`src/rtl/data_mem_ctrl_pkg.sv`:
```
// Shared encodings and helpers for the data-memory controller.
package data_mem_ctrl_pkg;

  localparam int DATA_W = 32;

  localparam logic [2:0] F3_B  = 3'b000;
  localparam logic [2:0] F3_H  = 3'b001;
  localparam logic [2:0] F3_W  = 3'b010;
  localparam logic [2:0] F3_BU = 3'b100;
  localparam logic [2:0] F3_HU = 3'b101;

  typedef enum logic [1:0] {
    IDLE   = 2'd0,
    ACCESS = 2'd1,
    DONE   = 2'd2
  } state_t;

  function automatic logic [3:0] byte_enables(input logic [2:0] f3, input logic [1:0] off);
    case (f3)
      F3_B, F3_BU: byte_enables = 4'b0001 << off;
      F3_H, F3_HU: byte_enables = 4'b0011 << {off[1], 1'b0};
      default:     byte_enables = 4'b1111;
    endcase
  endfunction

  // Store data is replicated so every candidate lane carries it; byte enables pick the lane.
  function automatic logic [DATA_W-1:0] lane_data(input logic [2:0] f3, input logic [DATA_W-1:0] wd);
    case (f3)
      F3_B:    lane_data = {4{wd[7:0]}};
      F3_H:    lane_data = {2{wd[15:0]}};
      default: lane_data = wd;
    endcase
  endfunction

  // Exactly one of load/store, a size valid for that direction, and natural alignment.
  function automatic logic req_legal(input logic rd, input logic wr,
                                     input logic [2:0] f3, input logic [1:0] off);
    logic ok;
    ok = rd ^ wr;
    case (f3)
      F3_B:    ok = ok;
      F3_BU:   ok = ok & rd;
      F3_H:    ok = ok & ~off[0];
      F3_HU:   ok = ok & rd & ~off[0];
      F3_W:    ok = ok & (off == 2'b00);
      default: ok = 1'b0;
    endcase
    return ok;
  endfunction

endpackage

```
`src/rtl/data_mem_ctrl_if.sv`:
```
// Pipeline-side and memory-side signals of the data-memory controller.
interface data_mem_ctrl_if;
  import data_mem_ctrl_pkg::*;

  logic              d_mem_r;
  logic              d_mem_w;
  logic [2:0]        fun_3;
  logic [DATA_W-1:0] address;
  logic [DATA_W-1:0] write_data;
  logic              busywait;
  logic [DATA_W-1:0] read_data;
  logic              misaligned;
  logic              mem_read;
  logic              mem_write;
  logic [DATA_W-1:0] mem_address;
  logic [DATA_W-1:0] mem_writedata;
  logic [3:0]        mem_byteen;
  logic [DATA_W-1:0] mem_readdata;
  logic              mem_ack;

  modport slave (
    input  d_mem_r, d_mem_w, fun_3, address, write_data, mem_readdata, mem_ack,
    output busywait, read_data, misaligned, mem_read, mem_write,
           mem_address, mem_writedata, mem_byteen
  );

  modport master (
    output d_mem_r, d_mem_w, fun_3, address, write_data, mem_readdata, mem_ack,
    input  busywait, read_data, misaligned, mem_read, mem_write,
           mem_address, mem_writedata, mem_byteen
  );
endinterface

```
`src/rtl/data_mem_ctrl_load_extend.sv`:
```
// Selects the addressed byte/half of a memory word and sign- or zero-extends it.
module load_extend
  import data_mem_ctrl_pkg::*;
(
  input  logic [DATA_W-1:0] word,
  input  logic [2:0]        fun_3,
  input  logic [1:0]        offset,
  output logic [DATA_W-1:0] result
);

  logic [7:0]  lane_b;
  logic [15:0] lane_h;

  always_comb begin
    lane_b = word[{offset, 3'b000} +: 8];
    lane_h = offset[1] ? word[31:16] : word[15:0];
    case (fun_3)
      F3_B:    result = {{24{lane_b[7]}}, lane_b};
      F3_H:    result = {{16{lane_h[15]}}, lane_h};
      F3_BU:   result = {24'b0, lane_b};
      F3_HU:   result = {16'b0, lane_h};
      default: result = word;
    endcase
  end

endmodule

```
`src/rtl/data_mem_ctrl.sv`:
```
// Data-memory controller: stalls the pipeline while one load/store is handshaken with memory.
module data_mem_ctrl
  import data_mem_ctrl_pkg::*;
(
  input  logic           clk,
  input  logic           reset,
  data_mem_ctrl_if.slave bus
);

  state_t            state, state_nxt;
  logic              req, legal, start, busy;
  logic [2:0]        fun3_p1;
  logic [1:0]        off_p1;
  logic [DATA_W-1:0] load_word;

  logic              mem_read_q, mem_write_q, misaligned_q;
  logic [DATA_W-1:0] mem_address_q, mem_writedata_q, read_data_q;
  logic [3:0]        mem_byteen_q;

  assign req   = bus.d_mem_r | bus.d_mem_w;
  assign legal = req_legal(bus.d_mem_r, bus.d_mem_w, bus.fun_3, bus.address[1:0]);

  always_ff @(posedge clk or posedge reset) begin
    if (reset) state <= IDLE;
    else       state <= state_nxt;
  end

  always_comb begin
    state_nxt = state;
    start     = 1'b0;
    busy      = 1'b0;
    case (state)
      IDLE: begin
        if (legal) begin
          start     = 1'b1;
          busy      = 1'b1;
          state_nxt = ACCESS;
        end
      end
      ACCESS: begin
        busy = 1'b1;
        if (bus.mem_ack) state_nxt = DONE;
      end
      // The stalled instruction is still presented here, so it must not be resampled.
      DONE:    state_nxt = IDLE;
      default: state_nxt = IDLE;
    endcase
  end

  // ---- request capture / completion stage ----
  always_ff @(posedge clk or posedge reset) begin
    if (reset) begin
      mem_read_q      <= 1'b0;
      mem_write_q     <= 1'b0;
      mem_address_q   <= '0;
      mem_writedata_q <= '0;
      mem_byteen_q    <= 4'b0000;
      read_data_q     <= '0;
      misaligned_q    <= 1'b0;
    end else begin
      misaligned_q <= (state == IDLE) && req && !legal;
      if (start) begin
        mem_read_q      <= bus.d_mem_r;
        mem_write_q     <= bus.d_mem_w;
        mem_address_q   <= {bus.address[31:2], 2'b00};
        mem_writedata_q <= lane_data(bus.fun_3, bus.write_data);
        mem_byteen_q    <= byte_enables(bus.fun_3, bus.address[1:0]);
      end else if ((state == ACCESS) && bus.mem_ack) begin
        mem_read_q  <= 1'b0;
        mem_write_q <= 1'b0;
        if (mem_read_q) read_data_q <= load_word;
      end
    end
  end

  always_ff @(posedge clk) begin
    if (start) begin
      fun3_p1 <= bus.fun_3;
      off_p1  <= bus.address[1:0];
    end
  end

  load_extend u_load_extend (
    .word   (bus.mem_readdata),
    .fun_3  (fun3_p1),
    .offset (off_p1),
    .result (load_word)
  );

  assign bus.busywait      = busy & ~reset;
  assign bus.read_data     = read_data_q;
  assign bus.misaligned    = misaligned_q;
  assign bus.mem_read      = mem_read_q;
  assign bus.mem_write     = mem_write_q;
  assign bus.mem_address   = mem_address_q;
  assign bus.mem_writedata = mem_writedata_q;
  assign bus.mem_byteen    = mem_byteen_q;

endmodule

```
`src/flat_wrapper.sv`:
```
// flat-port wrapper written by rule: the top's interface ports become plain ports
module data_mem_ctrl_flat import data_mem_ctrl_pkg::*;
  (clk, reset, bus_d_mem_r, bus_d_mem_w, bus_fun_3, bus_address, bus_write_data, bus_mem_readdata, bus_mem_ack, bus_busywait, bus_read_data, bus_misaligned, bus_mem_read, bus_mem_write, bus_mem_address, bus_mem_writedata, bus_mem_byteen);
  data_mem_ctrl_if bus_i ();
  input  logic clk;
  input  logic reset;
  input wire logic [$bits(bus_i.d_mem_r)-1:0] bus_d_mem_r;
  input wire logic [$bits(bus_i.d_mem_w)-1:0] bus_d_mem_w;
  input wire logic [$bits(bus_i.fun_3)-1:0] bus_fun_3;
  input wire logic [$bits(bus_i.address)-1:0] bus_address;
  input wire logic [$bits(bus_i.write_data)-1:0] bus_write_data;
  input wire logic [$bits(bus_i.mem_readdata)-1:0] bus_mem_readdata;
  input wire logic [$bits(bus_i.mem_ack)-1:0] bus_mem_ack;
  output wire logic [$bits(bus_i.busywait)-1:0] bus_busywait;
  output wire logic [$bits(bus_i.read_data)-1:0] bus_read_data;
  output wire logic [$bits(bus_i.misaligned)-1:0] bus_misaligned;
  output wire logic [$bits(bus_i.mem_read)-1:0] bus_mem_read;
  output wire logic [$bits(bus_i.mem_write)-1:0] bus_mem_write;
  output wire logic [$bits(bus_i.mem_address)-1:0] bus_mem_address;
  output wire logic [$bits(bus_i.mem_writedata)-1:0] bus_mem_writedata;
  output wire logic [$bits(bus_i.mem_byteen)-1:0] bus_mem_byteen;
  assign bus_i.d_mem_r = bus_d_mem_r;
  assign bus_i.d_mem_w = bus_d_mem_w;
  assign bus_i.fun_3 = bus_fun_3;
  assign bus_i.address = bus_address;
  assign bus_i.write_data = bus_write_data;
  assign bus_i.mem_readdata = bus_mem_readdata;
  assign bus_i.mem_ack = bus_mem_ack;
  assign bus_busywait = bus_i.busywait;
  assign bus_read_data = bus_i.read_data;
  assign bus_misaligned = bus_i.misaligned;
  assign bus_mem_read = bus_i.mem_read;
  assign bus_mem_write = bus_i.mem_write;
  assign bus_mem_address = bus_i.mem_address;
  assign bus_mem_writedata = bus_i.mem_writedata;
  assign bus_mem_byteen = bus_i.mem_byteen;
  data_mem_ctrl u_core (.clk(clk), .reset(reset), .bus(bus_i));
endmodule
```
`config.mk`:
```
export PLATFORM = sky130hd
export DESIGN_NAME = data_mem_ctrl_flat
export DESIGN_NICKNAME = d
export VERILOG_FILES = /design/src/rtl/data_mem_ctrl_pkg.sv /design/src/rtl/data_mem_ctrl_if.sv /design/src/rtl/data_mem_ctrl_load_extend.sv /design/src/rtl/data_mem_ctrl.sv /design/src/flat_wrapper.sv
export SDC_FILE = /design/constraint.sdc
export NUM_CORES = 1
export LEC_CHECK = 0
export ABC_CLOCK_PERIOD_IN_PS = 2800
export CAP_MARGIN = 25
export CORE_ASPECT_RATIO = 1.4
export CORE_MARGIN = 2
export CORE_UTILIZATION = 38
export DETAILED_ROUTE_END_ITERATION = 7
export DONT_BUFFER_PORTS = 1
export GPL_TIMING_DRIVEN = 0
export PLACE_DENSITY = 0.53
export SYNTH_ARGS = -nofsm -noshare
export SYNTH_HDL_FRONTEND = slang
export SYNTH_SLANG_ARGS = --single-unit
```
`constraint.sdc`:
```
create_clock -name clk -period 2.8 [get_ports clk]
set_clock_uncertainty 0.1 [all_clocks]
set_input_delay 0 -clock clk [delete_from_list [all_inputs] [get_ports clk]]
set_output_delay 0 -clock clk [all_outputs]
set_load 0.01 [all_outputs]
```
# [Word-level counts from Yosys, hierarchy flattened]
# Cells that the tools add are included.
[totals] register_bits=108 latchBits=0 mem_bits_rw=0 rom_bits=0 in_bits=104 output_inout_bits=104 elab_cells=60 memories=0
[classes] add_sub_neg=0 n_mul=0 div_mod_pow=0 magnitude_cmp=0 eq_ne=10 shifts=3 mux=14 bitwise=10 n_reduce_logical=13
[ops] op="32-bit one-hot mux with 4 select lines" n=1
[ops] op="32-bit one-hot mux with 2 select lines" n=1
[ops] op="32-bit by 6-bit variable part select with 8-bit output" n=1
[ops] op="16-bit 2-to-1 mux" n=1
[ops] op="3-bit equality test, second input constant" n=4
[ops] op="4-bit one-hot mux with 2 select lines" n=1
[ops] op="3-bit by 1-bit equality test with 1-bit output, second input constant" n=2
[ops] op="3-bit logical NOT" n=2
[ops] op="1-bit AND" n=5
[ops] op="1-bit 2-to-1 mux" n=5
[ops] op="1-bit one-hot mux with 5 select lines" n=1
[ops] op="2-bit logical NOT" n=2
[ops] op="2-bit 2-to-1 mux" n=2
[ops] op="2-bit one-hot mux with 2 select lines" n=1
[ops] op="2-bit OR reduction" n=2
[ops] op="1-bit by 2-bit << shifter with 4-bit output, first input constant" n=1
[ops] op="2-bit by 2-bit << shifter with 4-bit output, first input constant" n=1
[ops] op="3-bit by 2-bit equality test with 1-bit output, second input constant" n=1
[ops] op="1-bit logical AND" n=3
[ops] op="1-bit inverter" n=3
[ops] op="3-bit AND reduction" n=1
[ops] op="2-bit by 1-bit equality test with 1-bit output, second input constant" n=1
[ops] op="2-bit by 1-bit != test with 1-bit output, second input constant" n=1
[ops] op="2-bit != test, second input constant" n=1
[ops] op="other kinds (6)" n=6

# [Longest topological paths before layout]
# Gate-level depths: netlist of run 1.
[logic_depth] word_depth=8 depth_mapped=8 ltp_nobuf=6

# [Cells and area by module]
# A second synthesis of run 1 with hierarchy kept.
[hier_totals] hier_cells=416 area_unflattened_um2=5233.8
[by_module_without_submodules] module="data_mem_ctrl" instances=1 cells_per_inst=298 area_per_inst_um2=4473.0 seq_area_each_um2=2727.6
[by_module_without_submodules] module="load_extend" instances=1 cells_per_inst=118 area_per_inst_um2=760.7 seq_area_each_um2=0.0

# [Worst setup path after synthesis of run 1]
# No wires, ideal clock.
[synth_timing] kind="input to register" startpoint="input bus_d_mem_w" endpoint="register u_core.mem_address_q[2] (netlist: u_core.bus.mem_address[2])" setup_ns=0.128 arrival_time_ns=1.512 path_slack_ns=1.061 stages=8 cell_sequence="inv_1 > ha_1 > nor2b_1 > o21ai_1 > a211oi_2 > buf_6 > buf_8 > mux2_1"
[synth_via] elab_chain_cells=6 word_cells_on_any_way=8 classes_between="3 x mux; 5 x bitwise"
[synth_rtl] item="start, declared" line_no="flat_wrapper.sv:8" source="input wire logic [$bits(bus_i.d_mem_w)-1:0] bus_d_mem_w;"
[synth_rtl] item="1-bit XOR (*)" line_no="data_mem_ctrl_pkg.sv:39" source="ok = rd ^ wr;"
[synth_rtl] item="1-bit AND" line_no="data_mem_ctrl_pkg.sv:42, data_mem_ctrl_pkg.sv:44"
[synth_rtl] item="1-bit AND" line_no="data_mem_ctrl_pkg.sv:44" source="F3_HU: ok = ok & rd & ~off[0];"
[synth_rtl] item="1-bit one-hot mux with 5 select lines (*)" line_no="data_mem_ctrl_pkg.sv:40" source="case (f3)"
[synth_rtl] item="1-bit 2-to-1 mux (*)" line_no="data_mem_ctrl.sv:34" source="if (legal) begin"
[synth_rtl] item="1-bit 2-to-1 mux (*)" line_no="data_mem_ctrl.sv:32" source="case (state)"
[synth_rtl] item="via u_core.start" line_no="data_mem_ctrl.sv:11" source="logic req, legal, start, busy;"
[synth_rtl] item="end signal, assigned" line_no="data_mem_ctrl.sv:65" source="mem_address_q <= {bus.address[31:2], 2'b00};"
[synth_rtl] item="end, declared" line_no="data_mem_ctrl.sv:17" source="logic [DATA_W-1:0] mem_address_q, mem_writedata_q, read_data_q;"
# Mark *: on every way through the listed nets, which the timed path passes. The rest lies on a longest branch.
# A chain may end at the register's enable or synchronous reset.

# [Worst setup path after layout of run 1]
[layout_timing] startpoint="register u_core.off_p1[1]" endpoint="register u_core.read_data_q[6] (netlist: u_core.bus.read_data[6])"
[layout_via] elab_chain_cells=2 word_cells_on_any_way=3 classes_between="1 x shift; 2 x mux"
[layout_rtl] item="start, declared" line_no="data_mem_ctrl.sv:13" source="logic [1:0] off_p1;"
[layout_rtl] item="start signal, assigned" line_no="data_mem_ctrl.sv:79" source="off_p1 <= bus.address[1:0];"
[layout_rtl] item="32-bit by 6-bit variable part select with 8-bit output or 16-bit 2-to-1 mux (tied branches)" line_no="data_mem_ctrl_load_extend.sv:15, data_mem_ctrl_load_extend.sv:16"
[layout_rtl] item="32-bit one-hot mux with 4 select lines (*)" line_no="data_mem_ctrl_load_extend.sv:17" source="case (fun_3)"
[layout_rtl] item="end signal, assigned" line_no="data_mem_ctrl.sv:71" source="if (mem_read_q) read_data_q <= load_word;"
[layout_rtl] item="end, declared" line_no="data_mem_ctrl.sv:17"
# Every way passes the cells marked *; elsewhere a longest branch is shown, timed or not.

==> summary.txt, run 1 <==
Hold path
  • Hold Crit Depth: 3
  • Hold Path Origin: bus_fun_3[2]
  • Hold Crit Class: input port to flip-flop
  • Worst Hold End: u_core.bus.mem_writedata[11]

Floorplan
  • Starting Density: 38.83%
  • Die Height: 142.4 um
  • Ports: 208
  • Core area: 13390 um^2
  • Row count: 50
  • Die X: 102.9 um
  • Die area: 14650 um^2

Power and ir drop
  • LEAKAGE: 2.909 nW
  • Power per cell area: 839.0 nW/um^2
  • Maximum vdd drop: 0.4704 mV

Timing
  • Post-Route Setup TNS: 0 ns
  • Final Cycle Share: 94.15%
  • Max Freq: 379.3 MHz
  • Final hold violation count: 0
  • Minimum clock period: 2.636 ns
  • Max_slew headroom: 50.82%
  • RSZ-0062 raised after global routing: no
  • Max Slew Vio Count: 0
  • Measured slew at the worst slew-check pin: 0.7361 ns
  • Final setup violation count: 0

Cells and area
  • Area Overhead vs Synth: 33.02%
  • Fill count: 1235
  • Final core utilization: 51.65%
  • Share of layout cells above drive strength 1: 20.75%
  • Post-layout nets: 684
  • Final Instance Area: 6915 um^2

GRT
  • First-pass GRT wire length: 23760 um
  • Initial antenna violation count: 3
  • Largest net degree at the start of global routing: 41
  • Total GRT Usage: 21.28%
  • Grt total ovfl: 0
  • Vias in the first global route: 4451

Routing
  • Detailed Route WL: 15250 um
  • DR vias: 4110
  • First drt pass iteration count: 4
  • Drt wl/cell: 19.83 um
  • DRT antenna net count: 0
  • Remaining DRCs: 0
  • Via/cell ratio: 5.345
  • Initial detailed-routing violation count: 102

CTS
  • Clock sink count: 108
  • TritonCTS clock tree: yes
  • Postcts setup bufs: 0
  • Clock Tree Buf Depth: 2
  • Clk_lat worst skew: 0.34 ns
  • CTS Root Cell: clkbuf_16
  • Inserted Clock Buffers: 9
  • Clock transition at the registers of the reported paths: 0.08 ns
  • CTS HTree Levels: 3

Logic synthesis
  • Mapped Cells: 451
  • Top_reg_cell synth: dfrtp_1
  • Post-synth EDFFs: 5
  • Count leader, synth: dfrtp_1
  • Share of the synthesized area in the top cell type: 49.58%
  • Seq/Total Area, Yosys: 52.47%
  • Mean post-synth cell area: 11.53 um^2
  • Fraction of synthesis flops using an asynchronous set or reset pin: 95.37%
  • Synth cell count leaders: dfrtp_1 (103), mux2_2 (82), nand2_1 (37)
  • Yosys top cell by area: dfrtp_1
  • Top post-synthesis cells by area: dfrtp_1 (50%), mux2_2 (18%), edfxtp_1 (2.9%), mux2i_1 (2.7%), nand2_1 (2.7%)
  • Yosys warns: 0
  • Count of cell types in the netlist: 43
  • Post-Syn Area: 5199 um^2
  • Flops & latches, synth: 108

Worst setup path
  • RR Startpoint: u_core.off_p1[1]
  • Setup slack, reg-to-reg: 0.16 ns
  • CP required: 2.98 ns
  • Crit Reg-Reg Endpoint: u_core.bus.read_data[6]
  • Reg2reg path depth: 7
  • Worst EP arrival: 2.82 ns
  • Worst-path fanout max: 10
  • Worst Setup Path Type: flip-flop to flip-flop
  • CP startpoint kind: flip-flop
  • CP Capture Type: flip-flop

Placement
  • GP Congestion: 0.8845
  • Dpl hpwl: 10880 um
  • PortBufs: 0
  • Placed cell areas: 5474 um^2

Status
  • Status: complete, no violations

Job
  • Max Cap Viol: 0
## cell usage in the layout (no fill, tap or decap), types with 7 or more instances in the layout
master and instances:
a21o_1 7, o31ai_1 7, or3_1 8, nand3b_1 8, a21oi_1 27, clkbuf_1 16, dfrtp_1 103, inv_1 14
mux2i_1 14, o311ai_0 7, nand2_1 37, nand3_1 20, o21ai_0 15, dlygate4sd3_1 115, o211ai_1 7, nor2_1 14
mux2_2 82, clkbuf_16 9, buf_4 7, a211oi_1 8
## critical path: stages (launching register included)
cell and delay, ns:
edfxtp_1 0.32, buf_2 0.18, clkbuf_1 0.39, a21o_1 0.15
a21oi_1 0.06, dlygate4sd3_1 0.56, o31ai_1 0.21, dlygate4sd3_1 0.60
## metrics by stage
| step | total power, mW | instances | hold WS (ns) | worst slack [ns] |
|---|---|---|---|---|
| after global routing | 6.158 | 768 | 0.03305 | 0.01741 |
| after global placement | 4.345 | 634 | -0.03061 | 0.7626 |
| after CTS | 5.875 | 767 | 0.01574 | 0.03251 |
| after floorplan | 4.006 | 452 | -0.04931 | 1.061 |
| after detailed placement | 4.419 | 636 | -0.07022 | 0.7255 |
| final | 5.802 | 769 | 0.02709 | 0.1638 |
## timing repair
| action | CTS | global route |
|---|---|---|
| setup endpoints to repair | 0 | 4 |
| gates resized for setup | 0 | 2 |
| endpoints found under the hold margin | 152 | 0 |
| hold buffers | 115 | 0 |
## per-layer routing
layer	wire length [um]	GRT usage [%]
met1	5386	22.57
met2	8108	37.36
met3	1205	7.171
met4	548	9.972
met5	0	0
## cell type report
| cell class | count | area [um^2] | area share (%) |
|---|---|---|---|
| Multi-Input combinational cell | 295 | 2235 | 32.31 |
| Clock buffer | 9 | 225.2 | 3.257 |
| Clock inverter | 7 | 57.56 | 0.8323 |
| Antenna cell | 4 | 10.01 | 0.1447 |
| Tap cell | 182 | 227.7 | 3.293 |
| Timing Repair Buffer | 117 | 1191 | 17.22 |
| Sequential cell | 108 | 2728 | 39.44 |
| Buffer | 31 | 173.9 | 2.515 |
| Inverter | 16 | 67.56 | 0.9770 |
## state kept, by name, indices dropped and copies added, names as in the netlist
| register | flops |
|---|---|
| u_core.off_p1 | 2 |
| u_core.bus.misaligned | 1 |
| u_core.bus.mem_write | 1 |
| u_core.bus.mem_read | 1 |
| u_core.fun3_p1 | 3 |
| u_core.bus.mem_writedata | 32 |
| u_core.state | 2 |
| u_core.bus.read_data | 32 |
| u_core.bus.mem_address | 30 |
| u_core.bus.mem_byteen | 4 |
## power breakdown
group / internal (mW) / switching, mW / total (mW)
Clock: 0.619 / 0.616 / 1.24
Combinational: 0.779 / 0.551 / 1.33
Sequential: 2.32 / 0.917 / 3.24
## kinds of logic after synthesis
kind of cell / after synthesis / share of synthesized area [%]
AOI/OAI and AO/OA: 87 / 10.78
and+or+nand+nor: 102 / 9.603
adders and majority gates: 2 / 0.4813
DFF: 108 / 52.47
muxes: 102 / 21.97
other: 1 / 0.07213
buffers and inverters: 49 / 4.621
## worst max-delay path by stage
| stage | slack (ns) | to | from |
|---|---|---|---|
| after floorplan | 1.06 | u_core.bus.mem_address[2] | bus_d_mem_w |
| after CTS | 0.03 | u_core.bus.read_data[4] | u_core.fun3_p1[1] |
| after global placement | 0.76 | u_core.bus.mem_address[3] | bus_d_mem_w |
| after global routing | 0.02 | u_core.bus.read_data[6] | u_core.off_p1[1] |
| final | 0.16 | u_core.bus.read_data[6] | u_core.off_p1[1] |
| after detailed placement | 0.73 | u_core.bus.mem_address[6] | bus_d_mem_w |
Power figures use the tool's default switching activity.
==> inputs of run 2 (changes only) <==
--- a/config.mk
+++ b/config.mk
@@ -7,13 +7,14 @@
 export LEC_CHECK = 0
 export ABC_CLOCK_PERIOD_IN_PS = 2800
 export CAP_MARGIN = 25
-export CORE_ASPECT_RATIO = 1.4
+export CORE_ASPECT_RATIO = 0.9
 export CORE_MARGIN = 2
 export CORE_UTILIZATION = 38
 export DETAILED_ROUTE_END_ITERATION = 7
 export DONT_BUFFER_PORTS = 1
 export GPL_TIMING_DRIVEN = 0
 export PLACE_DENSITY = 0.53
+export REMOVE_ABC_BUFFERS = 1
 export SYNTH_ARGS = -nofsm -noshare
 export SYNTH_HDL_FRONTEND = slang
 export SYNTH_SLANG_ARGS = --single-unit
==> run 2 against run 1 <==
Sequential share of layout area rose by 0.39 points. Flip-flop and latch count did not move. Clock power rose by 9.7%. First-iteration DRC count rose by 68%. Worst setup slack improved by 0.083 ns. Global-route usage fell by 2.3 points. Combinational power fell by 5%. Maximum frequency rose by 3.3%. Final area fell by 0.98%.
==> summary.txt, run 2 (synthesized netlist as in run 1, its figures left out) <==
Worst setup path
  • Critical Path Start: bus_fun_3[0] (was u_core.off_p1[1])
  • CP Capture Type: flip-flop (unchanged)
  • Slowest Stage Delay on Critical Path: 0.79 ns (was 0.60 ns)
  • Setup slack, reg-to-reg: 0.34 ns (was 0.16 ns)
  • CP startpoint kind: input port (was flip-flop)
  • CP required: 2.94 ns (was 2.98 ns)
  • Reg2reg path depth: 5 (was 7)
  • Worst-path fanout max: 17 (was 10)
  • Crit Reg-Reg Endpoint: u_core.bus.read_data[21] (was u_core.bus.read_data[6])
  • CP most frequent cell: buf_8 (was dlygate4sd3_1)
  • Worst EP arrival: 2.69 ns (was 2.82 ns)
  • Worst setup endpoint: u_core.bus.mem_writedata[21] (was u_core.bus.read_data[6])
  • RR Startpoint: u_core.state[1] (was u_core.off_p1[1])
  • Worst path slowest cell: dlygate4sd3_1 (unchanged)
  • Worst Setup Path Type: input port to flip-flop (was flip-flop to flip-flop)
  • CP Cell Sequence: dlygate4sd3_1, a21oi_2, o21ai_1, a211oi_4, buf_4, buf_16, buf_8, buf_8, buf_8, mux2_2 (was buf_2, clkbuf_1, a21o_1, a21oi_1, dlygate4sd3_1, o31ai_1, dlygate4sd3_1)

Cells and area
  • # diodes: 0 (was 4)
  • Share of layout cells above drive strength 1: 21.30% (was 20.75%)
  • Fill count: 1159 (was 1235)
  • Area Overhead vs Synth: 31.72% (was 33.02%)
  • Post-layout nets: 655 (was 684)
  • Most common cell after layout, fill and taps aside: dlygate4sd3_1 (unchanged)
  • Final Instance Area: 6848 um^2 (was 6915 um^2)
  • Commonest non-fill, non-tap cells in the layout: dlygate4sd3_1 (107), dfrtp_1 (103), mux2_2 (82) (was dlygate4sd3_1 (115), dfrtp_1 (103), mux2_2 (82))
  • Final non-filler cell total: 722 (was 769)

Floorplan
  • Ports: 208 (unchanged)
  • Starting Density: 38.90% (was 38.83%)
  • Die area: 14630 um^2 (was 14650 um^2)
  • Die X: 127.3 um (was 102.9 um)
  • Row count: 40 (was 50)
  • Core area: 13360 um^2 (was 13390 um^2)
  • Die Height: 115.0 um (was 142.4 um)

Routing
  • Initial detailed-routing violation count: 171 (was 102)
  • First drt pass iteration count: 4 (unchanged)
  • DRT antenna net count: 0 (unchanged)
  • Drt wl/cell: 19.38 um (was 19.83 um)
  • Remaining DRCs: 0 (unchanged)
  • Via/cell ratio: 5.418 (was 5.345)
  • Detailed Route WL: 13990 um (was 15250 um)
  • DR vias: 3912 (was 4110)

CTS
  • CTS Root Cell: clkbuf_16 (unchanged)
  • Clock transition at the registers of the reported paths: 0.08 ns (about the same)
  • Clk_lat worst skew: 0.35 ns (was 0.34 ns)
  • Inserted Clock Buffers: 9 (unchanged)
  • CTS HTree Levels: 3 (unchanged)
  • Clock Tree Buf Depth: 2 (unchanged)
  • Clock sink count: 108 (unchanged)
  • TritonCTS clock tree: yes (unchanged)

Status
  • Status: complete, no violations (unchanged)

GRT
  • Total GRT Usage: 19.00% (was 21.28%)
  • Grt total ovfl: 0 (unchanged)
  • Largest net degree at the start of global routing: 64 (was 41)
  • First-pass GRT wire length: 21600 um (was 23760 um)
  • Initial antenna violation count: 0 (was 3)
  • Vias in the first global route: 3986 (was 4451)

Job
  • Max Cap Viol: 0 (unchanged)

Timing
  • Max_slew headroom: 32.33% (was 50.82%)
  • Max Freq: 391.7 MHz (was 379.3 MHz)
  • Max Slew Vio Count: 0 (unchanged)
  • Measured slew at the worst slew-check pin: 1.015 ns (was 0.7361 ns)
  • Final Cycle Share: 91.17% (was 94.15%)
  • Post-Route Setup TNS: 0 ns (unchanged)
  • Final setup violation count: 0 (unchanged)
  • Minimum clock period: 2.553 ns (was 2.636 ns)
  • RSZ-0062 raised after global routing: no (unchanged)
  • Final hold violation count: 0 (unchanged)

Power and ir drop
  • Power per cell area: 863.1 nW/um^2 (was 839.0 nW/um^2)
  • LEAKAGE: 2.886 nW (was 2.909 nW)
  • Maximum vdd drop: 0.6118 mV (was 0.4704 mV)
  • Total power: 5.910 mW (was 5.802 mW)

Placement
  • Post-Place Cells: 596 (was 636)
  • GP Congestion: 0.7746 (was 0.8845)
  • Placed cell areas: 5430 um^2 (was 5474 um^2)
  • PortBufs: 0 (unchanged)
  • Dpl hpwl: 8917 um (was 10880 um)

Hold path
  • Hold Path Origin: bus_fun_3[2] (unchanged)
  • Hold Crit Depth: 3 (unchanged)
  • Hold Crit Class: input port to flip-flop (unchanged)
==> run 2: cell count changes in the layout (fill, tap and decap cells not counted), sizes merged <==
| cell | previous run | this run |
|---|---|---|
| clkbuf | 26 | 9 |
| clkinvlp | 4 | 1 |
| inv | 18 | 20 |
| diode | 4 | 0 |
| bufinv | 0 | 1 |
| buf | 16 | 12 |
| dlygate4sd3 | 115 | 107 |
==> run 2: layout make-up <==
class	count	area, um^2	area share (%)
Clock buffer	9	225.2	3.289
Timing Repair Buffer	119	1279	18.67
Inverter	16	62.56	0.9136
Clock inverter	7	93.84	1.370
Sequential cell	108	2728	39.83
Multi-Input combinational cell	295	2250	32.85
Tap cell	168	210.2	3.070
==> run 2: worst max-delay path, delay by kind of cell <==
family          cells  cell delay (ns)
buf+inv             6             1.64
compound gates      3             0.69
mux                 1             0.35
==> run 2: where the power goes <==
group          switching, mW  internal [mW]  total [mW]
clock                  0.642          0.721        1.36
sequential             0.960           2.32        3.28
combinational          0.513          0.755        1.27
total                   2.12           3.80        5.91
==> run 2: how the worst min path moves through the flow <==
stage / endpoint
after floorplan: bus_busywait
after global placement: bus_busywait
after detailed placement: u_core.bus.misaligned
after CTS: u_core.bus.misaligned
after global routing: u_core.bus.mem_writedata[12]
final: u_core.bus.mem_writedata[12]
==> run 2: routing by layer <==
metal / wire [um] / vias to the layer above / GRT usage (%)
met1: 5648 / 1909 / 22.63
met5: 0 / - / 0
met2: 6864 / 177 / 31.66
met4: 143 / 0 / 4.542
met3: 1333 / 11 / 8.702
li1: - / 1815 / -
==> run 2: stage by stage <==
stage          hold WS [ns]  utilization (%)  worst slack, ns
3_5_place_dp        -0.1267            40.64          0.05208
6_report            0.02677            51.25           0.2472
2_1_floorplan      -0.04931                -           -1.461
4_1_cts            0.004291            51.04         0.009338
3_3_place_gp       -0.04181            39.16           -2.805
5_1_grt             0.02652            51.25          0.09511
==> run 2: repair_timing <==
action | in CTS | in global routing
hold endpoints to repair | 212 | 0
setup endpoints to repair | 0 | 30
resized for setup | 0 | 1
hold buffers | 107 | 0
setup buffers | 0 | 2
==> inputs of run 3 (changes only) <==
--- a/config.mk
+++ b/config.mk
@@ -13,7 +13,7 @@
 export DETAILED_ROUTE_END_ITERATION = 7
 export DONT_BUFFER_PORTS = 1
 export GPL_TIMING_DRIVEN = 0
-export PLACE_DENSITY = 0.53
+export PLACE_DENSITY = 0.52
 export REMOVE_ABC_BUFFERS = 1
 export SYNTH_ARGS = -nofsm -noshare
 export SYNTH_HDL_FRONTEND = slang
==> run 3 against run 2 <==
Routed wire length fell by 0.44%. Worst hold slack got worse by 0.0068 ns. Core utilization fell by 0.69 points. Via count fell by 1.8%. Die area did not move. Critical path depth fell by 3. Register-to-register slack got worse by 0.08 ns. Largest cell class unchanged.
==> summary.txt, run 3 (synthesized netlist as in run 1, its figures left out) <==
Placement
  • Place WS: 0.007559 ns (was 0.05208 ns)
  • PortBufs: 0 (unchanged)
  • GP Congestion: 0.7513 (was 0.7746)
  • Dpl hpwl: 8826 um (was 8917 um)
  • Post-Place Cells: 595 (was 596)

Power and ir drop
  • LEAKAGE: 2.847 nW (was 2.886 nW)
  • Power per cell area: 853.1 nW/um^2 (was 863.1 nW/um^2)
  • Maximum vdd drop: 0.4696 mV (was 0.6118 mV)

Timing
  • Final setup violation count: 0 (unchanged)
  • Final hold violation count: 0 (unchanged)
  • Minimum clock period: 2.615 ns (was 2.553 ns)
  • Final WS setup: 0.1845 ns (was 0.2472 ns)
  • Final Cycle Share: 93.41% (was 91.17%)
  • Measured slew at the worst slew-check pin: 0.9975 ns (was 1.015 ns)
  • Max Freq: 382.3 MHz (was 391.7 MHz)
  • RSZ-0062 raised after global routing: no (unchanged)
  • Max Slew Vio Count: 0 (unchanged)
  • Post-Route Setup TNS: 0 ns (unchanged)
  • Final hold slack: 0.01992 ns (was 0.02677 ns)
  • Max_slew headroom: 33.50% (was 32.33%)

GRT
  • Initial antenna violation count: 0 (unchanged)
  • Largest net degree at the start of global routing: 63 (was 64)
  • Grt total ovfl: 0 (unchanged)
  • First-pass GRT wire length: 21880 um (was 21600 um)
  • Total GRT Usage: 19.22% (was 19.00%)
  • Vias in the first global route: 4049 (was 3986)

Worst setup path
  • CP Cell Sequence: dlygate4sd3_1, a21oi_2, nand3_1, a211oi_4, buf_16, buf_8, mux2_2 (was dlygate4sd3_1, a21oi_2, o21ai_1, a211oi_4, buf_4, buf_16, buf_8, buf_8, buf_8, mux2_2)
  • Crit path buf inv count: 3 (was 6)
  • Worst EP arrival: 2.75 ns (was 2.69 ns)
  • Worst path slowest cell: dlygate4sd3_1 (unchanged)
  • Critical path's top delay family: buffers and inverters (unchanged)
  • CP Capture Type: flip-flop (unchanged)
  • Slowest Stage Delay on Critical Path: 0.83 ns (was 0.79 ns)
  • Worst Setup Path Type: input port to flip-flop (unchanged)
  • CP required: 2.93 ns (was 2.94 ns)
  • Worst-path fanout max: 20 (was 17)
  • CP startpoint kind: input port (unchanged)

CTS
  • Clock Tree Buf Depth: 2 (unchanged)
  • Inserted Clock Buffers: 9 (unchanged)
  • Clock transition at the registers of the reported paths: 0.07 ns (was 0.08 ns)
  • CTS Root Cell: clkbuf_16 (unchanged)
  • Clock sink count: 108 (unchanged)
  • CTS HTree Levels: 3 (unchanged)
  • TritonCTS clock tree: yes (unchanged)
  • Clk_lat worst skew: 0.35 ns (about the same)

Routing
  • Remaining DRCs: 0 (unchanged)
  • Via/cell ratio: 5.366 (was 5.418)
  • Initial detailed-routing violation count: 170 (was 171)
  • DRT antenna net count: 0 (unchanged)
  • DR vias: 3842 (was 3912)
  • First drt pass iteration count: 4 (unchanged)
  • Detailed Route WL: 13930 um (was 13990 um)
  • Drt wl/cell: 19.45 um (was 19.38 um)

Floorplan
  • Core area: 13360 um^2 (unchanged)
  • Starting Density: 38.90% (unchanged)
  • Die Height: 115.0 um (unchanged)
  • Die X: 127.3 um (unchanged)
  • Row count: 40 (unchanged)
  • Die area: 14630 um^2 (unchanged)
  • Ports: 208 (unchanged)

Status
  • Status: complete, no violations (unchanged)

Cells and area
  • Final non-filler cell total: 716 (was 722)
  • Post-layout nets: 649 (was 655)
  • Most common cell after layout, fill and taps aside: dlygate4sd3_1 (unchanged)
  • Commonest non-fill, non-tap cells in the layout: dlygate4sd3_1 (104), dfrtp_1 (103), mux2_2 (82) (was dlygate4sd3_1 (107), dfrtp_1 (103), mux2_2 (82))
  • Final core utilization: 50.55% (was 51.25%)
  • Share of layout cells above drive strength 1: 20.99% (was 21.30%)
  • Area Overhead vs Synth: 29.94% (was 31.72%)
  • # diodes: 0 (unchanged)

Job
  • Max Cap Viol: 0 (unchanged)

Hold path
  • Hold Crit Class: input port to flip-flop (unchanged)
run 3: cell count changes in the layout (fill, tap and decap cells not counted):
cell | previous run | this run
inv_8 | 2 | 1
clkinv_8 | 1 | 0
bufinv_16 | 1 | 0
clkinv_2 | 0 | 2
clkbuf_8 | 0 | 1
clkinv_4 | 0 | 3
clkinvlp_4 | 1 | 0
dlygate4sd3_1 | 107 | 104
buf_8 | 5 | 4
inv_6 | 2 | 0
buf_4 | 3 | 1
run 3: worst paths after layout:
| kind | startpoint | end | slack, ns | cells past startpoint |
|---|---|---|---|---|
| setup / recovery | bus_fun_3[0] | u_core.bus.mem_address[18] | 0.18 | 7 |
| min in group asynchronous | reset | u_core.state[1] | 0.11 | 2 |
| hold / removal | bus_fun_3[0] | u_core.bus.misaligned | 0.02 | 4 |
| hold reg to reg | u_core.bus.read_data[3] | u_core.bus.read_data[3] | 0.46 | 2 |
| max in group asynchronous | reset | u_core.bus.mem_address[20] | 1.80 | 3 |
| setup reg to reg | u_core.state[1] | u_core.bus.read_data[19] | 0.26 | 5 |
run 3: power breakdown:
group          switching, mW  internal, mW
clock network          0.597         0.636
registers              0.956          2.32
logic                  0.513         0.741
total                   2.07          3.70
run 3: what timing repair did:
item	CTS	global route
hold endpoints to repair	212	0
hold buffers	104	0
resized for setup	1	0
setup buffers	0	0
setup endpoints to repair	3	0
run 3: per-stage QoR:
| stage | cell area [um^2] | power, mW |
|---|---|---|
| 2_1_floorplan | 5022 | 3.978 |
| 3_3_place_gp | 5233 | 4.321 |
| 3_5_place_dp | 5415 | 4.400 |
| 4_1_cts | 6748 | 5.806 |
| 5_1_grt | 6755 | 6.130 |
| 6_report | 6755 | 5.763 |
run 3: worst reg2reg max path, cell delays in order, from the launching register on:
cell      delay, ns
dfrtp_1        0.44
nand3b_1       0.23
inv_1          0.12
and2_1         0.69
nand3_2        0.54
o311ai_0       0.29
run 3: area by class of cell:
type	count	area [um^2]
clock buffers	10	239.0
clock inverters	6	47.55
fillers	1188	6608
inverters	16	62.56
multi-input cells	295	2250
flip-flops and latches	108	2728
well taps	168	210.2
repair buffers	113	1219
run 3: routing by layer:
layer | vias up | GRT usage [%] | share of wire, %
li1 | 1796 | - | -
met1 | 1880 | 22.95 | 41
met2 | 153 | 31.80 | 49
met3 | 13 | 8.934 | 9.4
met4 | 0 | 4.689 | 1.3
met5 | - | 0 | 0
